$ cat src/rtl/mult_sequencer_pkg.sv
// rtl/mult_sequencer_pkg.sv - shared width and FSM state encodings for the EXE-stage multiply sequencer
package mult_sequencer_pkg;

  localparam int MSEQ_WORD_LEN = 32;

  typedef enum logic [1:0] {
    MSEQ_IDLE = 2'd0,
    MSEQ_RUN  = 2'd1,
    MSEQ_DONE = 2'd2
  } mseq_state_e;

  function automatic int mseq_cnt_width(input int word_len);
    return $clog2(word_len) + 1;
  endfunction

endpackage

$ cat src/rtl/mult_shift_add_dp.sv
// rtl/mult_shift_add_dp.sv - radix-2 shift-add accumulator with optional sign fix-up (MULT_SIGNED_EN)
// o_product is the value after the current step, so the sequencer can write HI/LO on the last edge.
module mult_shift_add_dp
  import mult_sequencer_pkg::*;
#(
  parameter int WORD_LEN = MSEQ_WORD_LEN
) (
  input  logic                    i_clk,
  input  logic                    i_rst,
  input  logic                    i_load,
  input  logic                    i_step,
  input  logic [WORD_LEN-1:0]     i_mcand,
  input  logic [WORD_LEN-1:0]     i_mplier,
  output logic [2*WORD_LEN-1:0]   o_product
);

  localparam int AW = 2*WORD_LEN + 1;

  logic [AW-1:0]         r_acc;
  logic [WORD_LEN-1:0]   r_mcand;
  logic [WORD_LEN:0]     w_upper_sum;
  logic [2*WORD_LEN-1:0] w_shifted;
  logic [WORD_LEN-1:0]   w_mcand_mag;
  logic [WORD_LEN-1:0]   w_mplier_mag;

  // Upper half plus carry bit; the top bit is always zero after a shift, so the sum cannot overflow.
  always_comb begin
    w_upper_sum = r_acc[AW-1:WORD_LEN];
    if (r_acc[0]) begin
      w_upper_sum = r_acc[AW-1:WORD_LEN] + {1'b0, r_mcand};
    end
    w_shifted = {w_upper_sum, r_acc[WORD_LEN-1:1]};
  end

`ifdef MULT_SIGNED_EN
  logic r_neg;

  always_comb begin
    w_mcand_mag  = i_mcand[WORD_LEN-1]  ? -i_mcand  : i_mcand;
    w_mplier_mag = i_mplier[WORD_LEN-1] ? -i_mplier : i_mplier;
    o_product    = r_neg ? -w_shifted : w_shifted;
  end
`else
  always_comb begin
    w_mcand_mag  = i_mcand;
    w_mplier_mag = i_mplier;
    o_product    = w_shifted;
  end
`endif

  always_ff @(posedge i_clk) begin
    if (i_rst) begin
      r_acc   <= '0;
      r_mcand <= '0;
`ifdef MULT_SIGNED_EN
      r_neg   <= 1'b0;
`endif
    end else if (i_load) begin
      r_acc   <= {1'b0, {WORD_LEN{1'b0}}, w_mplier_mag};
      r_mcand <= w_mcand_mag;
`ifdef MULT_SIGNED_EN
      r_neg   <= i_mcand[WORD_LEN-1] ^ i_mplier[WORD_LEN-1];
`endif
    end else if (i_step) begin
      r_acc   <= {1'b0, w_shifted};
    end
  end

endmodule

$ cat src/rtl/mult_sequencer.sv
// rtl/mult_sequencer.sv - fixed-latency OP_MULT sequencer: FSM, step counter, stall/done and HI/LO registers
// Signed operation is selected with MULT_SIGNED_EN; the default build is unsigned.
module mult_sequencer
  import mult_sequencer_pkg::*;
#(
  parameter int WORD_LEN = MSEQ_WORD_LEN
) (
  input  logic                clk,
  input  logic                rst,
  input  logic                start,
  input  logic                flush,
  input  logic [WORD_LEN-1:0] src1,
  input  logic [WORD_LEN-1:0] src2,
  output logic                stall,
  output logic                busy,
  output logic                done,
  output logic [WORD_LEN-1:0] hi,
  output logic [WORD_LEN-1:0] lo
);

  localparam int CNT_W = mseq_cnt_width(WORD_LEN);

  mseq_state_e           r_state;
  logic [CNT_W-1:0]      r_cnt;
  logic                  r_busy;
  logic                  r_done;
  logic [WORD_LEN-1:0]   r_hi;
  logic [WORD_LEN-1:0]   r_lo;
  logic                  w_accept;
  logic                  w_step;
  logic [2*WORD_LEN-1:0] w_product;

  // Stall must rise in the same cycle the MULT reaches EXE, hence combinational from state.
  assign w_accept = (r_state == MSEQ_IDLE) && start && !flush;
  assign w_step   = (r_state == MSEQ_RUN) && !flush;

  mult_shift_add_dp #(
    .WORD_LEN (WORD_LEN)
  ) u_dp (
    .i_clk     (clk),
    .i_rst     (rst),
    .i_load    (w_accept),
    .i_step    (w_step),
    .i_mcand   (src1),
    .i_mplier  (src2),
    .o_product (w_product)
  );

  always_ff @(posedge clk) begin
    if (rst) begin
      r_state <= MSEQ_IDLE;
      r_cnt   <= '0;
      r_busy  <= 1'b0;
      r_done  <= 1'b0;
      r_hi    <= '0;
      r_lo    <= '0;
    end else begin
      case (r_state)
        MSEQ_IDLE: begin
          r_done <= 1'b0;
          if (w_accept) begin
            r_state <= MSEQ_RUN;
            r_cnt   <= CNT_W'(WORD_LEN);
            r_busy  <= 1'b1;
          end
        end
        MSEQ_RUN: begin
          if (flush) begin
            r_state <= MSEQ_IDLE;
            r_busy  <= 1'b0;
          end else begin
            r_cnt <= r_cnt - CNT_W'(1);
            if (r_cnt == CNT_W'(1)) begin
              r_state <= MSEQ_DONE;
              r_busy  <= 1'b0;
              r_done  <= 1'b1;
              r_hi    <= w_product[2*WORD_LEN-1:WORD_LEN];
              r_lo    <= w_product[WORD_LEN-1:0];
            end
          end
        end
        MSEQ_DONE: begin
          // start still belongs to the completing instruction, so it is not looked at here.
          r_state <= MSEQ_IDLE;
          r_done  <= 1'b0;
        end
        default: begin
          r_state <= MSEQ_IDLE;
          r_busy  <= 1'b0;
          r_done  <= 1'b0;
        end
      endcase
    end
  end

  assign stall = w_accept || (r_state == MSEQ_RUN);
  assign busy  = r_busy;
  assign done  = r_done;
  assign hi    = r_hi;
  assign lo    = r_lo;

endmodule

$ cat config.mk
export PLATFORM = sky130hd
export DESIGN_NAME = mult_sequencer
export DESIGN_NICKNAME = d
export VERILOG_FILES = /design/src/rtl/mult_sequencer_pkg.sv /design/src/rtl/mult_shift_add_dp.sv /design/src/rtl/mult_sequencer.sv
export SDC_FILE = /design/constraint.sdc
export NUM_CORES = 1
export LEC_CHECK = 0
export BUFFER_PORTS_ARGS = -buffer_cell sky130_fd_sc_hd__buf_2
export CAP_MARGIN = 10
export CELL_PAD_IN_SITES_DETAIL_PLACEMENT = 0
export CELL_PAD_IN_SITES_GLOBAL_PLACEMENT = 1
export CORE_MARGIN = 1.5
export CORE_UTILIZATION = 40
export CTS_CLUSTER_DIAMETER = 60
export DETAILED_ROUTE_END_ITERATION = 16
export PLACE_DENSITY_LB_ADDON = 0.1
export SKIP_CTS_REPAIR_TIMING = 1
export SLEW_MARGIN = 15
export SYNTH_ARGS = -nofsm -noshare
export SYNTH_HDL_FRONTEND = slang
export SYNTH_SLANG_ARGS = --single-unit
$ cat constraint.sdc
create_clock -name clk -period 5.9 [get_ports clk]
set_input_delay 0 -clock clk [delete_from_list [all_inputs] [get_ports clk]]
set_output_delay 0 -clock clk [all_outputs]
set_load 0.01 [all_outputs]
==> Yosys cells after proc, flatten, opt, wreduce, memory -nomap -nowiden <==
Cells that the tools add are included.
{ "word_totals": {"reg_bits": 170, "input_bits": 68, "out_inout_bits": 67} }
{ "op_classes": {"addsub": 2, "n_eq_ne": 6, "mux": 14, "bitwise_logic": 3, "reduce_logical": 15} }
{ "ops": {"columns": ["operator", "count"], "rows": [
  ["32-bit two-way mux", 2],
  ["32-bit by 32-bit adder with 33-bit output", 1],
  ["33-bit two-way mux", 1],
  ["6-bit two-way mux", 2],
  ["6-bit one-hot mux with 2 select lines", 1],
  ["3-bit AND reduction", 3],
  ["6-bit by 1-bit equality test with 1-bit output, second input constant", 1],
  ["2-bit two-way mux", 3],
  ["6-bit by 1-bit subtractor with 6-bit output, second input constant", 1],
  ["2-bit != test, second input constant", 2],
  ["2-bit one-hot mux with 2 select lines", 1],
  ["2-bit AND reduction", 2],
  ["2-bit nonzero test", 2],
  ["2-bit OR reduction", 2],
  ["1-bit logical AND", 3],
  ["1-bit two-way mux", 3],
  ["3-bit != test, second input constant", 1],
  ["1-bit NOT", 3],
  ["1-bit one-hot mux with 3 select lines", 1],
  ["2-bit by 1-bit equality test with 1-bit output, second input constant", 1],
  ["2-bit equality test, second input constant", 1],
  ["2-bit zero test", 1],
  ["1-bit zero test", 1],
  ["1-bit logical OR", 1]
]} }

==> Longest topological paths before layout <==
Gate-level depths: netlist of the first run.
{ "logic_depth": {"word_depth": 5, "depth_mapped": 10, "mapped_depth_nobuf": 10} }

==> Hierarchy <==
Synthesis of the first run repeated with hierarchy kept, for this count alone.
{ "unflattened": {"hier_cells": 1104, "area_unflattened_um2": 9282.7} }
{ "modules_own_cells": {"columns": ["mod", "instances", "cells_each", "area_per_inst_um2", "seq_area_each_um2"], "rows": [
  ["mult_shift_add_dp", 1, 741, 6093.3, 1921.8],
  ["mult_sequencer", 1, 363, 3189.3, 1481.4]
]} }

==> Worst setup path after synthesis of the first run <==
OpenSTA, ideal clock, no wires.
{ "synth_timing": {"path_kind": "register -> register", "startpoint": "reg u_dp.r_mcand[0]", "endpoint": "reg r_hi[29] (netlist: hi[29])", "setup_ns": 0.088, "t_arrival_ns": 2.633, "setup_slack_ns": 3.179, "stages_incl_launch_ff": 11, "path_buffers": 0, "synth_period_minus_slack_ns": 2.721, "path_cell_list": "dfxtp_1 ha_1 fa_1 a21o_1 a221oi_2 o311a_1 o21bai_1 o31ai_1 a21oi_1 a311o_1 a311oi_2"} }
{ "synth_via": {"elab_chain_cells": 2} }
{ "synth_rtl": {"columns": ["item", "line", "rtl"], "rows": [
  ["start: declaration", "mult_shift_add_dp.sv:20", "logic [WORD_LEN-1:0] r_mcand;"],
  ["start signal: assignment", "mult_shift_add_dp.sv:60", "r_mcand <= w_mcand_mag;"],
  ["32-bit by 32-bit adder with 33-bit output", "mult_shift_add_dp.sv:30", "w_upper_sum = r_acc[AW-1:WORD_LEN] + {1'b0, r_mcand};"],
  ["33-bit two-way mux", "mult_shift_add_dp.sv:29", "if (r_acc[0]) begin"],
  ["end signal: assignment", "mult_sequencer.sv:77", "r_hi <= w_product[2*WORD_LEN-1:WORD_LEN];"],
  ["end: declaration", "mult_sequencer.sv:27", "logic [WORD_LEN-1:0] r_hi;"]
]} }
Every way passes these cells.
A chain may end at the register's enable or synchronous reset.

==> Worst setup path in the final report of the first run <==
Same ends and word-level chain as after synthesis.

==> results of run 1 <==
==> report_power, final <==
part	switching (mW)	internal (mW)
Combinational	0.142	0.109
Clock	0.500	0.618
Sequential	0.0324	1.18
Total	0.675	1.91
==> Yosys cell counts (all sizes together), types with 2 or more instances <==
library cell | instances | area (um^2)
nand3b | 2 | 15.0
o31ai | 2 | 15.0
dfxtp | 170 | 3400
ha | 34 | 425
o21ai | 31 | 159
a2111oi | 11 | 113
a22oi | 23 | 173
nor3 | 19 | 95.1
a31oi | 11 | 68.8
nand2 | 205 | 769
xnor2 | 18 | 158
buf | 18 | 77.6
o21a | 3 | 22.5
and2 | 3 | 18.8
nor2 | 104 | 390
o21bai | 5 | 48.8
a41oi | 2 | 25.0
o2111ai | 2 | 17.5
or3 | 3 | 23.8
and3 | 3 | 18.8
nand3 | 7 | 35.0
inv | 12 | 45.0
a21oi | 132 | 676
xor2 | 11 | 96.3
clkbuf | 54 | 203
o211ai | 5 | 42.5
mux2i | 21 | 210
nand2b | 7 | 43.8
a211oi | 40 | 315
a221oi | 3 | 32.5
or2 | 2 | 12.5
or4 | 2 | 15.0
a311oi | 14 | 129
o41ai | 3 | 26.3
a21o | 9 | 67.6
nand4 | 11 | 68.8
==> final cells by class <==
cell class / instances / area, um^2 / share of cell area
clock buffers: 20 / 457 / 0.0445
clock inverters: 12 / 135 / 0.0132
inverters: 13 / 48.8 / 0.00476
multi-input cells: 760 / 4470 / 0.436
flip-flops and latches: 170 / 3400 / 0.332
well taps: 270 / 338 / 0.0329
repair buffers: 207 / 1400 / 0.137
==> tightest hold or removal path: stages <==
cell and delay, ns:
buf_2 0.17, nor2_1 0.06, nor2_1 0.08, nor3_1 0.05
==> worst min-delay path by stage <==
| stage | end | start | cells past startpoint |
|---|---|---|---|
| 2_1_floorplan | u_dp.r_mcand[0] | src1[0] | 2 |
| 3_5_place_dp | u_dp.r_mcand[26] | src1[26] | 3 |
| 4_1_cts | u_dp.r_mcand[6] | src1[6] | 3 |
| 3_3_place_gp | u_dp.r_mcand[23] | src1[23] | 3 |
| 5_1_grt | done | flush | 4 |
| 6_report | done | flush | 4 |
==> stage by stage <==
step	area, um^2	setup slack [ns]
2_1_floorplan	8170	3.18
3_3_place_gp	8990	2.93
3_5_place_dp	8990	2.92
4_1_cts	9580	2.89
5_1_grt	10300	2.65
6_report	10300	2.86
==> state kept, by name, indices dropped and copies added (netlist names) <==
name	count
u_dp.r_acc	64
hi	32
lo	32
u_dp.r_mcand	32
r_cnt	6
r_state	2
busy	1
done	1
==> per-layer routing <==
layer	vias up	global-route usage	share of wire
met1	3517	0.296	0.49
li1	3919	-	-
met4	0	0.0587	0.011
met2	137	0.352	0.47
met3	16	0.0367	0.032
met5	-	0	0
==> layout by cell type (no fill, tap or decap), drive strengths merged, types with 3 or more instances in the layout <==
cell	n
inv	16
clkbuf	20
nand3	7
a211oi	40
o41ai	3
a311oi	14
nor3	19
and2	3
a2111oi	11
or3	3
nand2	205
a31oi	11
o21a	3
o21ai	31
and3	3
nor2	104
buf	143
xnor2	18
ha	34
nand2b	7
xor2	11
dlygate4sd3	64
a21oi	132
dfxtp	170
a221oi	3
o211ai	5
a22oi	23
a21o	9
mux2i	21
clkinv	5
nand4	11
o21bai	5
clkinvlp	3
==> cell families after synthesis <==
group | after synthesis | share of synthesized area
muxes | 22 | 0.0271
AOI/OAI and AO/OA | 301 | 0.242
DFF | 170 | 0.416
adders and majority gates | 35 | 0.0545
buffers and inverters | 85 | 0.0403
xor gates and xnor gates | 29 | 0.0311
and+or+nand+nor | 373 | 0.189
==> reports/qor.csv, run 1 <==
metric,value,unit
WL per Instance,16.0,um
worst path bufs/invs,0,
FF-to-FF path depth,10,
Synth Net Count,1118,
initial antenna violation count,0,
Slew Limit Headroom,0.199,
Cells after Synth,1015,
CP required,6.23,ns
Die X,146,um
root buffer selected by CTS,clkbuf_16,
slowest CP cell,fa_1,
Pins Over Slew Limit,0,
IR Drop Worst-Case VDD,0.180,mV
total CTS buffers,17,
routability cong.,0.868,
Yosys cell types,64,
area of the core,20200,um^2
RSZ-0062 raised after global routing,no,
Via-to-Cell Ratio,5.23,
Peak Freq,0.329,GHz
flop2flop setup slack,2.86,ns
Finished Layout Cells,1452,
Hold WS,-0.0255,ns
"Top FF cell, synth",dfxtp_1,
final hold viol count,1,
worst-path maximum fanout,4,
final core occ,0.508,
TritonCTS clock tree,built,
effective utilization at floorplan,0.405,
crit path from,u_dp.r_mcand[0],
Leak,3.96,nW
Hold Path Class,in2reg,
Syn. warnings,0,
startpoint types,flop,
Power Total,2.58,mW
I/O Buffers,134,
Chip Height,146,um
Final Setup Violations,0,
# fillers,2020,
clock buffer depth,2,
largest net degree at the start of global routing,90,
cells along the critical path,"ha_1, fa_1, a21o_1, a221oi_2, o311a_1, o21bai_1, o31ai_1, a21oi_1, a311o_1, a311oi_2",
Crit Path Class,reg2reg,
worst r2r dst,hi[29],
failing checks,negative hold slack,
number of global-route vias before repair,7061,
cell family with most CP delay,compound AO/OA/AOI/OAI gates,
CTS Sinks,170,
Placed Instances,1355,
total global routing overflow,0,
Setup Skew,0.0123,ns
min cycle time layout,3.04,ns
DR vias,7589,
Die Area,21300,um^2
gr usage total,0.217,
H-tree levels,4,
crit path to,hi[29],
synthesized area,8170,um^2
drc violations,0,
first-iteration detailed-routing DRC count,397,
Worst Setup End Kind,flop,
first-pass GRT wire length,37300,um
DRT Wirelength,23300,um
Final ANT Viol Nets,0,
area grow syn2layout,25.5,%
Pre-antenna DRT Iters,5,
"FF+latch count, synth",170,
number of flops mapped to enable cells by yosys,0,
power per cell area,252,nW/um^2
Worst Tran Pin Value,1.20,ns
Clock Pin Slew Worst Setup and Hold Paths,0.07,ns
Stages on worst setup path,10,
delay of the slowest critical-path stage,0.41,ns
Max-Cap Viols,0,
num ports,135,
final setup TNS,0,ns
clock latency on the worst-skew pair,0.43,ns
sequential share of the synthesized area,0.416,
DP Wirelength,15600,um
Worst EP arrival,3.37,ns
status,"complete, but fails checks",
syn avg cell area,8.05,um^2
n_diodes,0,
row count,52,
"FFs w/ async S/R, synth",0,
Final period util,0.515,
layout cells sized above 1,0.165,
Critical R2R Launch,u_dp.r_mcand[0],
Final #Nets,1272,
Power figures use the tool's default switching activity.
==> run 2: changes to the inputs <==
clock period = 2.8 ns   (was 5.9 ns; I/O delays follow)
==> run 2 against run 1 <==
Net effect:
- the run now ends clean
- sequential share of layout area down 1.4 points
- register-to-register slack worse by 2.8 ns
- die area unchanged
- via count up 3.3%
- flip-flop and latch count unchanged
- first-iteration DRC count up 7.6%
- core utilization up 2.2 points
- clock-buffer cell count down 3
- clock power up 120%
- combinational power up 130%
- setup slack worse by 2.8 ns
- critical path depth down 1
- largest power group unchanged
- highest routed layer unchanged
==> reports/qor.csv, run 2 (synthesis results as in run 1) <==
metric,value,unit
status,"complete, no violations",
flop2flop setup slack,0.07,ns
Critical R2R Launch,u_dp.r_acc[51],
WL per Instance,16.0,um
Final Setup Violations,0,
gr usage total,0.223,
row count,52,
min cycle time layout,2.73,ns
Pins Over Slew Limit,0,
clock buffer depth,2,
RSZ-0062 raised after global routing,yes,
Leak,4.15,nW
Setup Skew,0.0132,ns
effective utilization at floorplan,0.405,
Finished Layout Cells,1491,
"commonest non-fill, non-tap cell in the layout",nand2_1,
switching share of total power,0.274,
num ports,135,
Clock power frac,0.435,
Slew Limit Headroom,0.220,
Final period util,0.975,
routability cong.,0.888,
Placed Instances,1391,
Pre-antenna DRT Iters,5,
Clock Pin Slew Worst Setup and Hold Paths,0.07,ns
IR Drop Worst-Case VDD,0.393,mV
min-delay src,start,
total CTS buffers,17,
power per cell area,518,nW/um^2
root buffer selected by CTS,clkbuf_16,
final setup TNS,0,ns
CTS Sinks,170,
first-iteration detailed-routing DRC count,427,
DR vias,7837,
CP required,3.15,ns
max reg flops,64,
Die Area,21300,um^2
cell-internal power,4.02,mW
Worst Setup End Kind,flop,
"commonest non-fill, non-tap cells in the layout","205 x nand2_1, 166 x dfxtp_1, 133 x buf_2",
initial antenna violation count,0,
first-pass GRT wire length,37900,um
DRT Wirelength,23900,um
I/O Buffers,134,
Hold Path Sink,u_dp.r_mcand[31],
Power Total,5.54,mW
Hold Path Class,in2reg,
TritonCTS clock tree,built,
n_diodes,0,
DP Wirelength,16600,um
H-tree levels,4,
Max-Cap Viols,0,
area grow syn2layout,30.9,%
startpoint types,flop,
total global routing overflow,0,
Combinational Power Share,0.105,
final hold viol count,0,
Flop pwr share,0.461,
Final #Nets,1312,
largest net degree at the start of global routing,82,
Switch Pwr,1.52,mW
Crit Path Class,reg2reg,
Final ANT Viol Nets,0,
Via-to-Cell Ratio,5.26,
Peak Freq,0.366,GHz
drc violations,0,
number of global-route vias before repair,7101,
Worst Tran Pin Value,1.17,ns
Worst Hold Depth,4,
area of the core,20200,um^2
Worst EP arrival,3.08,ns
layout cells sized above 1,0.210,
Chip Height,146,um
worst r2r dst,hi[29],
worst-path maximum fanout,6,
Die X,146,um
Top reg by flops,u_dp.r_acc,
clock latency on the worst-skew pair,0.44,ns
FF-to-FF path depth,9,
run 2: cell count changes in the layout (fill, tap and decap cells not counted), sizes merged:
cell         change
buf             +39
clkinvlp         -3
inv              +3
dlygate4sd3      +1
clkbuf           -3
clkinv           +2
run 2: worst max path at each step:
stage                          startpoint      to  slack, ns
after global placement    u_dp.r_mcand[0]  hi[29]      -0.02
after floorplan           u_dp.r_mcand[0]  hi[29]       0.08
after detailed placement  u_dp.r_mcand[0]  hi[29]      -0.07
after global routing       u_dp.r_acc[48]  hi[29]      -0.06
after CTS                 u_dp.r_mcand[0]  hi[29]      -0.10
final                      u_dp.r_acc[51]  hi[29]       0.07
run 2: metal layers:
metal | global-route usage | part of all wire | wire length, um | vias to the layer above
met4 | 0.0745 | 0.019 | 460 | 0
met3 | 0.0408 | 0.033 | 798 | 26
met5 | 0 | 0 | 0 | -
li1 | - | - | - | 3978
met1 | 0.312 | 0.50 | 12000 | 3679
met2 | 0.345 | 0.45 | 10700 | 154
run 2: stage by stage:
step / setup slack [ns] / util / instance area, um^2 / hold slack, ns
after floorplan: 0.0791 / - / 8170 / 0.136
after global placement: -0.0179 / 0.460 / 9290 / 0.243
after detailed placement: -0.0697 / 0.460 / 9290 / 0.248
after CTS: -0.105 / 0.490 / 9880 / -0.219
after global routing: -0.0611 / 0.531 / 10700 / 0.0450
final: 0.0704 / 0.531 / 10700 / 0.0350
run 2: power groups by stage:
stage / logic, mW / registers, mW / clock network, mW
6_report: 0.579 / 2.55 / 2.41
5_1_grt: 0.644 / 2.56 / 2.56
4_1_cts: 0.505 / 2.55 / 2.46
3_5_place_dp: 0.503 / 2.61 / 0
3_3_place_gp: 0.501 / 2.61 / 0
2_1_floorplan: 0.328 / 2.59 / 0
run 2: area by class of cell:
cell class,count,area (um^2)
Fill cell,2032,9470
Inverter,13,48.8
Timing Repair Buffer,247,1710
Sequential cell,170,3410
Tap cell,270,338
Multi-Input combinational cell,760,4600
Clock buffer,17,425
Clock inverter,14,171
run 2: worst max-delay path: stages (launching register included):
cell,delay (ns)
dfxtp_1,0.35
ha_2,0.40
nand4_1,0.16
or4_4,0.57
o22ai_1,0.12
o21bai_2,0.18
o31ai_2,0.11
buf_4,0.14
a311o_1,0.37
a311oi_2,0.23
==> run 3: changes to the inputs <==
CORE_UTILIZATION = 41   (was 40)
PLACE_DENSITY = 0.78   (was unset)
PLACE_DENSITY_LB_ADDON = unset   (was 0.1)
clock period = 3.3 ns   (was 2.8 ns; I/O delays follow)
==> run 3 against run 2 <==
Net effect:
- the run now ends with negative hold slack left
- cell area shrank 3.1%
- largest cell class unchanged
- setup slack gained 0.19 ns
- cell count shrank 2.4%
- core utilization is essentially flat
- via count shrank 1.8%
- sequential share of layout area grew 0.99 points
- non-clock buffer count shrank 32
- fmax shrank 10%
- critical path type unchanged
- die area shrank 2.4%
==> reports/qor.csv, run 3 (synthesis results as in run 1) <==
metric,value,unit
status,"complete, but fails checks",
failing checks,negative hold slack,
worst-path maximum fanout,4,
final setup TNS,0,ns
Die X,144,um
Setup Skew,0.0121,ns
Chip Height,144,um
min cycle time layout,3.04,ns
CP required,3.64,ns
total global routing overflow,0,
Leak,4.04,nW
startpoint types,flop,
final core occ,0.531,
Slew Limit Headroom,0.255,
IR Drop Worst-Case VDD,0.356,mV
worst r2r dst,hi[29],
Placed Instances,1358,
final hold viol count,1,
Die Area,20800,um^2
drc violations,0,
layout cells sized above 1,0.170,
WL per Instance,15.8,um
largest net degree at the start of global routing,70,
Final period util,0.921,
Worst Hold Depth,4,
total CTS buffers,17,
Worst Setup End Kind,flop,
DP Wirelength,15700,um
DR vias,7698,
area grow syn2layout,26.9,%
area of the core,19500,um^2
Finished Layout Cells,1455,
RSZ-0062 raised after global routing,no,
row count,51,
Hold Path Sink,done,
max reg flops,64,
Power Total,4.93,mW
root buffer selected by CTS,clkbuf_16,
Crit Path Class,reg2reg,
routability cong.,0.921,
H-tree levels,4,
effective utilization at floorplan,0.419,
Hold Path Class,in2reg,
num ports,135,
Via-to-Cell Ratio,5.29,
Final #Nets,1280,
initial antenna violation count,0,
min-delay src,flush,
Critical R2R Launch,u_dp.r_mcand[0],
flop2flop setup slack,0.26,ns
clock latency on the worst-skew pair,0.44,ns
Top reg by flops,u_dp.r_acc,
n_diodes,0,
Worst EP arrival,3.38,ns
number of global-route vias before repair,7057,
CTS Sinks,170,
Clock Pin Slew Worst Setup and Hold Paths,0.07,ns
"commonest non-fill, non-tap cell in the layout",nand2_1,
Pins Over Slew Limit,0,
Final ANT Viol Nets,0,
Final Setup Violations,0,
Peak Freq,0.329,GHz
Hold WS,-0.0101,ns
"commonest non-fill, non-tap cells in the layout","205 x nand2_1, 169 x dfxtp_1, 133 x buf_2",
I/O Buffers,134,
TritonCTS clock tree,built,
FF-to-FF path depth,10,
Pre-antenna DRT Iters,5,
first-iteration detailed-routing DRC count,559,
DRT Wirelength,23100,um
power per cell area,475,nW/um^2
Max-Cap Viols,0,
clock buffer depth,2,
gr usage total,0.223,
Worst Tran Pin Value,1.12,ns
first-pass GRT wire length,36600,um
## run 3: cell types whose count changed in the layout (fill, tap and decap cells not counted), moves of 3 or more
cell,change
bufinv_16,+4
dfxtp_1,+3
ha_1,+7
ha_2,-4
dfxtp_2,-3
buf_4,-30
ha_4,-3
a2111oi_1,+3
a2111oi_2,-3
## run 3: how the worst max path moves through the flow
stage / startpoint / end / slack (ns)
2_1_floorplan: u_dp.r_mcand[0] / hi[29] / 0.58
3_3_place_gp: u_dp.r_mcand[0] / hi[29] / 0.38
4_1_cts: u_dp.r_mcand[0] / hi[29] / 0.29
6_report: u_dp.r_mcand[0] / hi[29] / 0.26
3_5_place_dp: u_dp.r_mcand[0] / hi[29] / 0.31
5_1_grt: u_dp.r_mcand[0] / hi[29] / 0.07
## run 3: stage by stage
step	setup slack (ns)	cell area, um^2
2_1_floorplan	0.579	8170
3_3_place_gp	0.384	9040
3_5_place_dp	0.312	9040
4_1_cts	0.294	9720
5_1_grt	0.0710	10400
6_report	0.261	10400
## run 3: cell type report
| cell class | count | area [um^2] |
|---|---|---|
| inverters | 13 | 48.8 |
| flip-flops and latches | 170 | 3400 |
| clock buffers | 19 | 443 |
| well taps | 265 | 332 |
| clock inverters | 13 | 233 |
| repair buffers | 215 | 1440 |
| multi-input cells | 760 | 4470 |
| fillers | 1896 | 9160 |
## run 3: power by group
group	leakage, nW	internal (mW)	switching [mW]
registers	1.38	2.11	0.0511
clock network	0.329	1.39	0.909
logic	2.33	0.199	0.263
## run 3: layer usage
| metal | share of wire | vias up | global-route usage |
|---|---|---|---|
| met3 | 0.033 | 31 | 0.0364 |
| met2 | 0.44 | 157 | 0.349 |
| met4 | 0.016 | 0 | 0.0680 |
| li1 | - | 3929 | - |
| met1 | 0.51 | 3581 | 0.315 |
| met5 | 0 | - | 0 |
## run 3: worst max-delay path, stage by stage, from the launching register on
cell and delay, ns:
dfxtp_1 0.32, ha_1 0.24, fa_1 0.41, a21o_1 0.22, a221oi_2 0.38, o311a_1 0.25
o21bai_1 0.12, o31ai_1 0.29, a21oi_1 0.11, a311o_1 0.36, a311oi_2 0.24
